==> config.mk <==
export PLATFORM = sky130hd
export DESIGN_NAME = press_timer
export DESIGN_NICKNAME = d
export VERILOG_FILES = /design/src/rtl/press_timer.sv
export SDC_FILE = /design/constraint.sdc
export NUM_CORES = 1
export LEC_CHECK = 0
export CORE_ASPECT_RATIO = 0.5
export CORE_MARGIN = 10
export CORE_UTILIZATION = 47
export CTS_CLUSTER_SIZE = 40
export DETAILED_ROUTE_END_ITERATION = 7
export DONT_BUFFER_PORTS = 1
export HOLD_SLACK_MARGIN = 0.08
export PLACE_DENSITY = 0.66
export SLEW_MARGIN = 20
export SYNTH_ARGS = -nofsm -noshare
export SYNTH_HDL_FRONTEND = slang
export SYNTH_SLANG_ARGS = --single-unit
==> constraint.sdc <==
create_clock -name clk -period 3.5 [get_ports clk]
set_input_delay 0.875 -clock clk [delete_from_list [all_inputs] [get_ports clk]]
set_output_delay 0.875 -clock clk [all_outputs]
set_load 0.05 [all_outputs]
==> src/rtl/press_timer.sv <==
// Per-press timeout counter, shared by the checker and the playback block.
// Ports:
//   clk, rst_n  : clock, asynchronous active-low reset
//   clr_i       : synchronous clear to zero (has priority over en_i)
//   en_i        : count one step per cycle
//   expired_o   : counter has reached TIMEOUT_CYC-1
// The counter saturates at TIMEOUT_CYC-1 and never wraps.
module press_timer #(
  parameter int unsigned TIMEOUT_CYC = 50_000_000
) (
  input  logic clk,
  input  logic rst_n,
  input  logic clr_i,
  input  logic en_i,
  output logic expired_o
);

  localparam int unsigned TW = $clog2(TIMEOUT_CYC);
  localparam logic [TW-1:0] LAST = TW'(TIMEOUT_CYC - 1);

  logic [TW-1:0] cnt_q, cnt_d;

  always_comb begin
    cnt_d = cnt_q;
    if (clr_i) begin
      cnt_d = '0;
    end else if (en_i && (cnt_q != LAST)) begin
      cnt_d = cnt_q + TW'(1);
    end
  end

  always_ff @(posedge clk or negedge rst_n) begin
    if (!rst_n) begin
      cnt_q <= '0;
    end else begin
      cnt_q <= cnt_d;
    end
  end

  assign expired_o = (cnt_q == LAST);

endmodule

Word level (Yosys, flattened, before mapping)
Index checks and enable logic that the tools add are counted.

cells by class
  $add $sub $neg = 1
  equal/unequal tests = 2
  mux-type cells = 2
  reduce and logical (&&, ||, !) cells = 2

operators by type and width
  operator                                                         number
  26-bit two-way mux                                               2
  26-bit by 1-bit adder with 26-bit output, second input constant  1
  26-bit equality test, second input constant                      1
  26-bit inequality test, second input constant                    1
  2-bit nonzero test                                               1
  1-bit logical AND                                                1

storage, ports and cells
  register bits = 26
  input port bits = 4
  word-level logic and storage cells = 8

Logic depth before layout (Yosys ltp)
Gate-level depths: netlist (run 1).

  depth in word-level cells = 4
  depth in mapped cells = 8
  gate-level depth less buffers = 6

Worst setup path after synthesis (run 1)
No wires, ideal clock.

  path type = reg-to-output
  start point = register cnt_q[11]
  end point = output port expired_o
  arrival = 1.864 ns
  required time = 2.625 ns
  setup slack = 0.761 ns
  stages on the path, launching flop included = 5
  buffers on the path = 1
  cell sequence = dfrtp_1 > clkbuf_1 > nor4_1 > nand4_1 > nor2_1

between the ends
  cells in the longest elaborated chain, start to end = 1

ends and longest elaborated chain
  element                   RTL line  source
  start: declaration        21        logic [TW-1:0] cnt_q, cnt_d;
  start signal: assignment  36        cnt_q <= cnt_d;
  26-bit equality test      40        assign expired_o = (cnt_q == LAST);
  end: declaration          15        output logic expired_o

Every way passes these cells.

Final worst setup path (run 1)
  start point = register cnt_q[0]
  end point = output port expired_o

The elaborated chain is that of the path after synthesis.

==> results.json, run 1 <==
{
  "drive_gt1_share_pct": 10.19,
  "status": "finished, final reports clean",
  "rsz0062_at_grt": "no",
  "yosysTopAreaCell": "dfrtp_1",
  "skew_ns": 0.008147,
  "cts_buffers": 3,
  "fin_crit_sh_pct": 80.87,
  "routabilityCongestion": 0.7949,
  "design.die.area_um2": 5974,
  "pwr-share-clk_pct": 38.8,
  "p_switching_uw": 105.4,
  "critPathMaxStageDelay_ns": 0.41,
  "r2r-start": "cnt_q[3]$_DFFE_PN0P_",
  "first_iter_violations": 52,
  "worstSetupPathType": "reg -> out",
  "ys.flop_type": "dfrtp_1",
  "num-nets-final": 163,
  "ant_nets": 0,
  "sw_frac_of_total_pct": 20.54,
  "cp-start-kind": "flop",
  "p_per_area_nw_per_um2": 325.8,
  "max_clock_freq_ghz": 0.3533,
  "start_util_pct": 49.34,
  "num_vias": 1177,
  "clock_path_buffers": 2,
  "synth.avg_cell_area_um2": 9.404,
  "syn-num-nets": 164,
  "rows": 14,
  "grt.total_usage_pct": 11.37,
  "crit_buf_inv": 1,
  "worstSkewPairLatency_ns": 0.28,
  "relSlewSlack_pct": 65.75,
  "dr.pass1.iters": 4,
  "async_reset_ff_share_pct": 100.0,
  "wl_um": 3237,
  "ys_ff_latch": 26,
  "p_leak_uw": 0.0005879,
  "holdCritPathClass": "in -> async",
  "p_int_uw": 407.8,
  "ys_top_cells_by_area": "dfrtp_1 (44%), nor2_1 (6.0%), xnor2_1 (4.1%)",
  "coreArea_um2": 3030,
  "worst_slack_ns": 0.6694,
  "viasPerCell": 5.975,
  "grt_max_degree": 31,
  "multi_input_area_um2": 797.0,
  "hold_buffers": 0,
  "setup_viol": 0,
  "netlist_area_um2": 1495,
  "required_ns": 2.62,
  "vdd_drop_max_v": 0.0002231,
  "dpl.hpwl_um": 2345,
  "path_depth": 5,
  "tightest_slew_ns": 0.5137,
  "end_kind": "output pin",
  "yosysWarnings": 0,
  "nFillCells": 285,
  "reg2reg_depth": 5,
  "drv_slew": 0,
  "drv_cap": 0,
  "yosys-top-cells-count": "dfrtp_1 (26), nor2_1 (24), a21oi_1 (8), nand2_1 (8)",
  "syn2layout_area_growth_pct": 5.356,
  "fin_hold_ws_ns": 0.2796,
  "synth_edf_count": 0,
  "hold_viol": 0,
  "path_clk_slew_ns": 0.10,
  "dieHeight_um": 59.89,
  "reg2reg_to": "cnt_q[15]$_DFFE_PN0P_",
  "tns_ns": 0,
  "diodes": 0,
  "cts_tree": "done",
  "yosysMostFrequentCell": "dfrtp_1",
  "synthCells": 159,
  "seq_power_share_pct": 59.5,
  "cp_data_arrival_time_ns": 1.96,
  "cpMaxStageDelayCell": "dfrtp_1",
  "io_pins": 5,
  "portBuffers": 0,
  "dieWidth_um": 99.77,
  "h-tree-depth": 1,
  "critPathTopFamily": "simple AND/OR/NAND/NOR gates",
  "reg_top3": "cnt_q (26)",
  "cp-startpoint": "cnt_q[0]$_DFFE_PN0P_",
  "cts_resized": 0,
  "drc": 0,
  "place_ws_ns": 0.9862,
  "cts_root_buf": "clkbuf_8",
  "regMostFlops": "cnt_q",
  "cp_max_fo": 6,
  "crit_chain": "ha_1 -> nor4bb_1 -> nand4_1 -> nor2_1 -> buf_4",
  "wl_per_cell_um": 16.43,
  "regArea_um2": 650.6,
  "largest_register_ffs": 26,
  "cts_sinks": 26,
  "synth_cell_types": 43,
  "ys_seq_area_share_pct": 43.51,
  "grt_pass1_vias": 1101,
  "postCtsSetupBuffers": 0,
  "antenna_found_initial": 0,
  "p_comb_share_pct": 1.7,
  "synth.top_cell.area_share_pct": 43.51,
  "ff2ff_setup_slack_ns": 1.38,
  "min_period_ns": 2.831,
  "grt-ovfl-total": 0,
  "grt_pass1_wl_um": 5540
}
==> per-layer routing <==
| layer | wire length (um) | global-route usage [%] | vias up |
|---|---|---|---|
| li1 | - | - | 575 |
| met1 | 1616 | 15.26 | 575 |
| met2 | 1432 | 18.15 | 25 |
| met3 | 159 | 2.186 | 2 |
| met4 | 29 | 3.448 | 0 |
| met5 | 0 | 0 | - |
==> stage by stage <==
stage          utilization [%]  std cells  area (um2)  total power [uW]
2_1_floorplan                -        159        1495             321.9
4_1_cts                  51.98        197        1575             517.3
5_1_grt                  51.98        197        1575             527.4
3_5_place_dp             50.17        193        1520             320.0
3_3_place_gp             50.17        193        1520             319.2
6_report                 51.98        197        1575             513.2
==> power groups by stage <==
stage / Sequential, uW / Combinational (uW) / Clock (uW)
finish: 305 / 8.73 / 199
global route: 306 / 9.83 / 212
CTS: 305 / 8.74 / 203
detailed placement: 311 / 8.65 / 0
global placement: 311 / 8.30 / 0
floorplan: 311 / 11.1 / 0
==> layout make-up <==
class,count,share of cell area (%)
multi-input cells,122,50.60
well taps,40,3.177
clock buffers,4,3.495
repair buffers,1,0.4766
flip-flops and latches,26,41.30
inverters,4,0.9531
==> kinds of logic (layout without fill, tap and decap cells) <==
logic type | after synthesis | count (layout) | share of synthesized area (%)
multiplexers | 4 | 4 | 2.929
adder cells (fa/ha/maj) | 1 | 1 | 0.8367
XOR/XNOR | 13 | 13 | 7.615
buffers and inverters | 11 | 9 | 3.180
AND/OR/NAND/NOR | 80 | 80 | 30.96
flip-flops | 26 | 26 | 43.51
AO/OA/AOI/OAI | 24 | 24 | 10.96
==> worst max-delay path by stage <==
stage / to
finish: expired_o
global route: expired_o
CTS: expired_o
detailed placement: expired_o
global placement: expired_o
floorplan: expired_o
==> placed cells by master (no fill, tap or decap), types with 2 or more instances in the layout <==
| cell | netlist | routed |
|---|---|---|
| dfrtp_1 | 26 | 26 |
| nor2_1 | 24 | 24 |
| nand2_1 | 8 | 8 |
| a21oi_1 | 8 | 8 |
| nand4_1 | 7 | 7 |
| nand3_1 | 7 | 7 |
| xnor2_1 | 7 | 7 |
| xor2_1 | 6 | 6 |
| nor3_1 | 5 | 5 |
| inv_1 | 4 | 4 |
| o31ai_1 | 4 | 4 |
| nor2b_1 | 4 | 4 |
| or4_1 | 4 | 4 |
| clkbuf_8 | 0 | 4 |
| o21ai_0 | 3 | 3 |
| o211ai_1 | 3 | 3 |
| and4_1 | 2 | 2 |
| nor4_1 | 2 | 2 |
| nor4bb_1 | 2 | 2 |
| a211oi_1 | 2 | 2 |
| nor4b_1 | 2 | 2 |
| mux2_2 | 2 | 2 |
| or3_1 | 2 | 2 |
==> worst reg2reg max path, stage by stage (launching register included) <==
cell and delay [ns]:
dfrtp_1 0.49, nand4_4 0.19, or3_4 0.43, or4_1 0.47, nor2_1 0.12, mux2_1 0.32
(Power assumes the default switching activity.)
==> inputs of run 2 (changes only) <==
==> constraint.sdc (replaced) <==
create_clock -name clk -period 2.7 [get_ports clk]
set_input_delay 0.675 -clock clk [delete_from_list [all_inputs] [get_ports clk]]
set_output_delay 0.675 -clock clk [all_outputs]
set_load 0.05 [all_outputs]
==> results.json, run 2 (synthesized netlist as in run 1, its figures left out) <==
{
  "coreArea_um2": 3030,
  "first_iter_violations": 73,
  "status": "finished, final reports clean",
  "dieHeight_um": 59.89,
  "final_area_um2": 1627,
  "drc": 0,
  "required_ns": 2.03,
  "worstSkewPairLatency_ns": 0.28,
  "nFillCells": 278,
  "dr.pass1.iters": 4,
  "cts_root_buf": "clkbuf_8",
  "io_pins": 5,
  "final_common_cell": "dfrtp_1",
  "reg2reg_to": "cnt_q[15]$_DFFE_PN0P_",
  "rows": 14,
  "wl_um": 3154,
  "wl_per_cell_um": 15.69,
  "skew_ns": 0.01484,
  "syn2layout_area_growth_pct": 8.787,
  "dpl.hpwl_um": 2217,
  "fin_crit_sh_pct": 91.85,
  "grt-ovfl-total": 0,
  "worst_slack_ns": 0.2200,
  "num-nets-final": 167,
  "routabilityCongestion": 0.8273,
  "regMostFlops": "cnt_q",
  "tightest_slew_ns": 0.7080,
  "design.die.area_um2": 5974,
  "h-tree-depth": 1,
  "final_cell_mix": "dfrtp_1 (26), nor2_1 (24), nand2_1 (8), a21oi_1 (8)",
  "end_kind": "output pin",
  "reg2reg_depth": 5,
  "portBuffers": 0,
  "rsz0062_at_grt": "no",
  "place_ws_ns": 0.5379,
  "tns_ns": 0,
  "endpoint": "expired_o",
  "ant_nets": 0,
  "dieWidth_um": 99.77,
  "grt.total_usage_pct": 11.10,
  "cp-start-kind": "flop",
  "hp-start": "clr_i",
  "relSlewSlack_pct": 52.64,
  "holdCritPathClass": "in -> reg",
  "setup_viol": 0,
  "vdd_drop_max_v": 0.0002926,
  "cts_sinks": 26,
  "diodes": 0,
  "fin_util_pct": 53.67,
  "viasPerCell": 5.816,
  "hold_viol": 0,
  "antenna_found_initial": 0,
  "cp_max_fo": 9,
  "r2r-start": "cnt_q[3]$_DFFE_PN0P_",
  "cts_tree": "done",
  "drv_cap": 0,
  "cts_buffers": 3,
  "drv_slew": 0,
  "grt_pass1_vias": 1112,
  "grt_max_degree": 31,
  "reg_top3": "cnt_q (26)",
  "clock_path_buffers": 2,
  "cp-startpoint": "cnt_q[3]$_DFFE_PN0P_",
  "p_per_area_nw_per_um2": 458.9,
  "final-instance-count-excl-fill": 201,
  "cp_data_arrival_time_ns": 1.80,
  "drive_gt1_share_pct": 11.18,
  "dp.cells": 195,
  "ff2ff_setup_slack_ns": 0.60,
  "num_vias": 1169,
  "start_util_pct": 49.34,
  "min_period_ns": 2.480,
  "path_clk_slew_ns": 0.10,
  "grt_pass1_wl_um": 5388,
  "largest_register_ffs": 26,
  "max_clock_freq_ghz": 0.4032,
  "worstSetupPathType": "reg -> out",
  "p_leak_uw": 0.0006128,
  "place_area_um2": 1535
}
==> run 2: final cells by class <==
class | instances | area [um2] | share of cell area (%)
multi-input combinational | 122 | 797.0 | 49.00
clock inverter | 1 | 30.03 | 1.846
sequential | 26 | 650.6 | 40.00
inverter | 4 | 15.01 | 0.9231
clock buffer | 3 | 41.29 | 2.538
timing repair buffer | 5 | 42.54 | 2.615
tap | 40 | 50.05 | 3.077
==> run 2: how the worst min path moves through the flow <==
stage | endpoint | cells after the start | slack [ns]
after floorplan | cnt_q[0]$_DFFE_PN0P_ | 0 | 0.38
after global placement | cnt_q[7]$_DFFE_PN0P_ | 0 | 0.38
after detailed placement | cnt_q[5]$_DFFE_PN0P_ | 0 | 0.38
after CTS | cnt_q[5]$_DFFE_PN0P_ | 0 | 0.09
after global routing | cnt_q[16]$_DFFE_PN0P_ | 1 | 0.43
final | cnt_q[17]$_DFFE_PN0P_ | 1 | 0.44
==> run 2: worst max-delay path: stages, from the launching register on <==
cell	delay, ns
dfrtp_1	0.48
nand4_4	0.18
or3_2	0.54
nor2_1	0.12
buf_4	0.21
==> run 2: what timing repair did <==
action                    4_1_cts  5_1_grt
hold buffers                    1        1
setup buffers                   0        0
resized for setup               0        0
hold endpoints to repair       15       11
==> run 2: power by group <==
| group | switching (uW) | internal, uW | leakage [uW] | total (uW) |
|---|---|---|---|---|
| Combinational | 12.6 | 7.68 | 0.000215 | 20.3 |
| Clock | 132 | 199 | 0.0000357 | 330 |
| Sequential | 3.54 | 392 | 0.000362 | 396 |
| Total | 148 | 598 | 0.000613 | 746 |
==> run 2: layer usage <==
metal | GRT usage [%] | vias up | wire length [um] | share of wire, %
li1 | - | 584 | - | -
met1 | 15.42 | 559 | 1633 | 52
met2 | 16.96 | 22 | 1356 | 43
met3 | 2.647 | 4 | 120 | 3.8
met4 | 2.637 | 0 | 43 | 1.4
met5 | 0 | - | 0 | 0
==> run 2: through the flow <==
| step | hold slack [ns] | total power [uW] |
|---|---|---|
| final | 0.4407 | 746.5 |
| after detailed placement | 0.3803 | 414.4 |
| after global routing | 0.4326 | 766.3 |
| after global placement | 0.3802 | 414.1 |
| after floorplan | 0.3794 | 417.2 |
| after CTS | 0.08590 | 746.0 |
==> inputs of run 3 (changes only) <==
--- a/config.mk
+++ b/config.mk
@@ -8,6 +8,7 @@
 export CORE_ASPECT_RATIO = 0.5
 export CORE_MARGIN = 10
 export CORE_UTILIZATION = 47
+export CTS_CLUSTER_DIAMETER = 100
 export CTS_CLUSTER_SIZE = 40
 export DETAILED_ROUTE_END_ITERATION = 7
 export DONT_BUFFER_PORTS = 1
==> results of run 3 <==
Final layout, timing and power as in run 2 (identical DEF).
